$ cat src/rtl/settle_timer.sv
// Down-counting settle timer: load starts a hold of SETTLE cycles, expired
// marks the last cycle of that hold.
module settle_timer #(
   parameter int SETTLE = 2
) (
   input  logic clk,
   input  logic rst_n,
   input  logic load,
   output logic expired
);

   localparam logic [3:0] RELOAD = 4'(SETTLE - 1);

   logic [3:0] settle_cnt;

   // Reload on request, otherwise count down and rest at zero.
   always_ff @(posedge clk or negedge rst_n) begin
      if (!rst_n) begin
         settle_cnt <= 4'd0;
      end else if (load) begin
         settle_cnt <= RELOAD;
      end else if (settle_cnt != 4'd0) begin
         settle_cnt <= settle_cnt - 4'd1;
      end
   end

   assign expired = (settle_cnt == 4'd0);

endmodule

$ cat config.mk
export PLATFORM = sky130hd
export DESIGN_NAME = settle_timer
export DESIGN_NICKNAME = d
export VERILOG_FILES = /design/src/rtl/settle_timer.sv
export SDC_FILE = /design/constraint.sdc
export NUM_CORES = 1
export LEC_CHECK = 0
export CORE_AREA = 2 2 39 41
export CTS_CLUSTER_DIAMETER = 60
export DETAILED_ROUTE_END_ITERATION = 10
export DIE_AREA = 0 0 41 43
export PLACE_DENSITY = 0.41
export SLEW_MARGIN = 15
export SYNTH_ARGS = -nofsm -noshare
export SYNTH_HDL_FRONTEND = slang
export SYNTH_SLANG_ARGS = --single-unit
$ cat constraint.sdc
create_clock -name clk -period 2.5 [get_ports clk]
set_input_delay 0.5 -clock clk [delete_from_list [all_inputs] [get_ports clk]]
set_output_delay 0.5 -clock clk [all_outputs]
set_load 0.02 [all_outputs]
## Word level (Yosys, flattened, before mapping)

Cells that the tools add are included.

| cells by class | value |
|---|---|
| mux-type cells | 2 |
| reductions and logical operators | 3 |
| add/sub/neg operators | 1 |

Operators with widths:

| cell | count |
|---|---|
| 4-bit two-way mux | 2 |
| 4-bit logical NOT | 1 |
| 4-bit nonzero test | 1 |
| 4-bit by 1-bit subtractor with 4-bit output, second input constant | 1 |
| 2-bit nonzero test | 1 |

| word-level totals | value |
|---|---|
| bits of input ports | 3 |
| bits in registers | 4 |
| output and inout port bits | 1 |

## Logic depth before layout (Yosys ltp)

Gate-level depths: netlist of the first run.

| depth | value |
|---|---|
| depth after elaboration | 3 |
| depth in mapped cells | 5 |

## Worst setup path after synthesis of the first run

Ideal clock, no wire load.

| timing path | value |
|---|---|
| kind | reg-to-output |
| start | register settle_cnt[0] |
| end | output expired |
| data required time | 2.000 ns |
| stages on the path, launching flop included | 4 |
| buffers on the path | 0 |
| slack | 1.016 ns |
| data arrival time | 0.984 ns |
| cell sequence | dfrtp_1 -> inv_1 -> ha_1 -> nor3b_4 |

| between the ends | value |
|---|---|
| word-level cells in the longest chain between the ends | 1 |

RTL lines:

| what | RTL line | source |
|---|---|---|
| start, declared | 14 | `logic [3:0] settle_cnt;` |
| start signal, assigned | 23 | `settle_cnt <= settle_cnt - 4'd1;` |
| 4-bit logical NOT | 27 | `assign expired = (settle_cnt == 4'd0);` |
| end, declared | 9 | `output logic expired` |

No other way between the ends.

## Final worst setup path of the first run

Same ends and word-level chain as after synthesis.

==> flow_summary.json, run 1 <==
{
  "end_kind": "output pin",
  "hold_violations": 0,
  "synth_area_um2": 230,
  "area_growth_pct": 31.5,
  "antenna_found_initial": 0,
  "finalNetCount": 35,
  "crit_fanout": 4,
  "critPathRequiredTime_ns": 2.00,
  "multiInputGateArea_um2": 123,
  "grt_first_pass_wirelength_um": 669,
  "min_period_ns": 2.31,
  "setup_tns_ns": 0,
  "syn_area_per_cell_um2": 10.5,
  "clkLatencyLatePin_ns": 0.23,
  "setup_viol": 0,
  "ys_types": 14,
  "die_h_um": 43,
  "syn_nets": 27,
  "fin_skew_ns": 0.000415,
  "ir_drop_uv": 286,
  "core_area_mm2": 0.00138,
  "cts-resized-gates": 0,
  "synth.ff_latch_count": 4,
  "syn_inst": 22,
  "portBuffers": 3,
  "status": "complete, no violations",
  "critical_path_arrival_ns": 1.81,
  "clock_path_buffers": 2,
  "maxCapViolCount": 0,
  "yosys_warnings": 0,
  "dr_total_vias": 156,
  "fin_crit_sh_pct": 92.3,
  "drc": 0,
  "vias_per_cell": 3.55,
  "path_class": "reg -> out",
  "clk_pin_slew_ns": 0.03,
  "grt_max_degree": 5,
  "die_area_mm2": 0.00176,
  "cts_tree": "done",
  "grt_usage_pct": 6.04,
  "drv_slew": 0,
  "die_w_um": 41,
  "cts_setup_buffers": 0,
  "r2r_slack_ns": 1.21,
  "hold_class": "in -> async",
  "htreeDepth": 1,
  "worstRegToRegCells": 5,
  "powerDensity_mw_per_mm2": 1180,
  "power_mw": 0.358,
  "drtPass1Iterations": 4,
  "max_freq_mhz": 433,
  "gp_congestion": 0.698,
  "rsz0062_at_grt": "no",
  "clkSinkCount": 4,
  "wire_per_inst_um": 7.91,
  "p_leak_nw": 0.128,
  "cts_buffers": 3,
  "tightest_slew_ns": 0.211,
  "top_register": "settle_cnt",
  "fillers": 147,
  "ant_nets": 0,
  "initial_core_util_pct": 16.6,
  "rows": 14,
  "crit_path_start_kind": "flip-flop",
  "totalWireLength_um": 348,
  "slew_headroom_pct": 85.9,
  "ys_seq_area_share_pct": 43.5,
  "cts-hold-fix-buffers": 0,
  "drt_iter0_markers": 1,
  "io_pins": 4,
  "drive_gt1_share_pct": 14.3,
  "grt_pass1_vias": 178,
  "holdWs_ns": 0.473,
  "cts_root_buf": "clkbuf_4",
  "top_regs": "settle_cnt (4)",
  "n_antenna_cell": 0,
  "largest_register_ffs": 4,
  "grt_overflow": 0,
  "final-seq-area_um2": 100
}
[stage by stage]
stage	setup WS, ns	utilization [%]	std cells	instance area (um2)
floorplan	1.02	-	22	230
global placement	0.434	20.3	41	280
detailed placement	0.426	20.3	41	280
CTS	0.168	21.9	44	303
global route	0.0493	21.9	44	303
finish	0.193	21.9	44	303
[area by class of cell]
cell class | instances | share of cell area (%)
inverter | 2 | 2.48
timing repair buffer | 3 | 9.92
sequential | 4 | 33.1
tap | 16 | 6.61
multi-input combinational | 16 | 40.5
clock buffer | 3 | 7.44
[Yosys cell counts]
| cell type | count | area [um2] |
|---|---|---|
| ha_1 | 2 | 25.0 |
| or2b_1 | 1 | 7.51 |
| mux2i_1 | 1 | 10.0 |
| or2_1 | 1 | 6.26 |
| xnor2_1 | 1 | 8.76 |
| nor3_1 | 1 | 5.00 |
| inv_1 | 2 | 7.51 |
| nand2b_1 | 2 | 12.5 |
| a21oi_1 | 2 | 10.0 |
| nand3b_1 | 1 | 7.51 |
| nor3b_4 | 1 | 18.8 |
| nand2_1 | 1 | 3.75 |
| dfrtp_1 | 4 | 100 |
| nor2_1 | 2 | 7.51 |
[report_power, final]
part / internal (mW) / switching, mW
clock network: 0.0534 / 0.0223
registers: 0.0904 / 0.0257
logic: 0.0895 / 0.0764
[per-layer routing]
metal / part of all wire (%) / vias up / GRT usage, %
met5: 0 / - / 0
met4: 0 / 0 / 6.00
met3: 5.5 / 0 / 3.14
met2: 50 / 3 / 8.13
met1: 44 / 70 / 6.17
li1: - / 83 / -
[worst max-delay path, cell delays in order (launching register included)]
cell and delay [ns]:
dfrtp_1 0.37, inv_1 0.11, ha_1 0.20, nor3b_4 0.25, clkdlybuf4s50_1 0.64
[layout by cell type (no fill, tap or decap)]
master           count
a21oi_1              2
dfrtp_1              4
ha_1                 2
nor3b_4              1
inv_1                2
nand2_1              1
nand3b_1             1
clkbuf_4             3
nand2b_1             2
mux2i_1              1
nor2_1               2
or2_1                1
or2b_1               1
nor3_1               1
xnor2_1              1
clkdlybuf4s50_1      3
[final timing paths]
kind                                            from                        end
hold reg to reg            settle_cnt[1]$_DFFE_PN0P_  settle_cnt[1]$_DFFE_PN0P_
min in group clk           settle_cnt[1]$_DFFE_PN0P_  settle_cnt[1]$_DFFE_PN0P_
hold / removal                                 rst_n  settle_cnt[0]$_DFFE_PN0P_
setup / recovery           settle_cnt[0]$_DFFE_PN0P_                    expired
max in group asynchronous                      rst_n  settle_cnt[3]$_DFFE_PN0P_
setup reg to reg           settle_cnt[0]$_DFFE_PN0P_  settle_cnt[0]$_DFFE_PN0P_
[cells by family (layout without fill, tap and decap cells)]
kind of cell | count (synthesis) | count (layout) | synth area share, %
fa+ha+maj | 2 | 2 | 10.9
compound gates | 2 | 2 | 4.35
xor+xnor | 1 | 1 | 3.81
flops | 4 | 4 | 43.5
buf+inv | 2 | 8 | 3.26
simple gates | 10 | 10 | 29.9
mux | 1 | 1 | 4.35
Note: power is estimated with default switching activity, not from simulation.
==> inputs of run 2 (changes only) <==
--- a/config.mk
+++ b/config.mk
@@ -10,7 +10,8 @@
 export DETAILED_ROUTE_END_ITERATION = 10
 export DIE_AREA = 0 0 41 43
 export PLACE_DENSITY = 0.41
-export SLEW_MARGIN = 15
+export REMOVE_ABC_BUFFERS = 1
+export SLEW_MARGIN = 20
 export SYNTH_ARGS = -nofsm -noshare
 export SYNTH_HDL_FRONTEND = slang
 export SYNTH_SLANG_ARGS = --single-unit
==> results of run 2 <==
The final DEF is identical to that of run 1; final timing and power are the same.
==> inputs of run 3 (changes only) <==
--- a/config.mk
+++ b/config.mk
@@ -11,6 +11,7 @@
 export DIE_AREA = 0 0 41 43
 export PLACE_DENSITY = 0.41
 export REMOVE_ABC_BUFFERS = 1
+export SETUP_SLACK_MARGIN = 0.02
 export SLEW_MARGIN = 20
 export SYNTH_ARGS = -nofsm -noshare
 export SYNTH_HDL_FRONTEND = slang
==> results of run 3 <==
The final DEF is identical to that of run 1; final timing and power are the same.
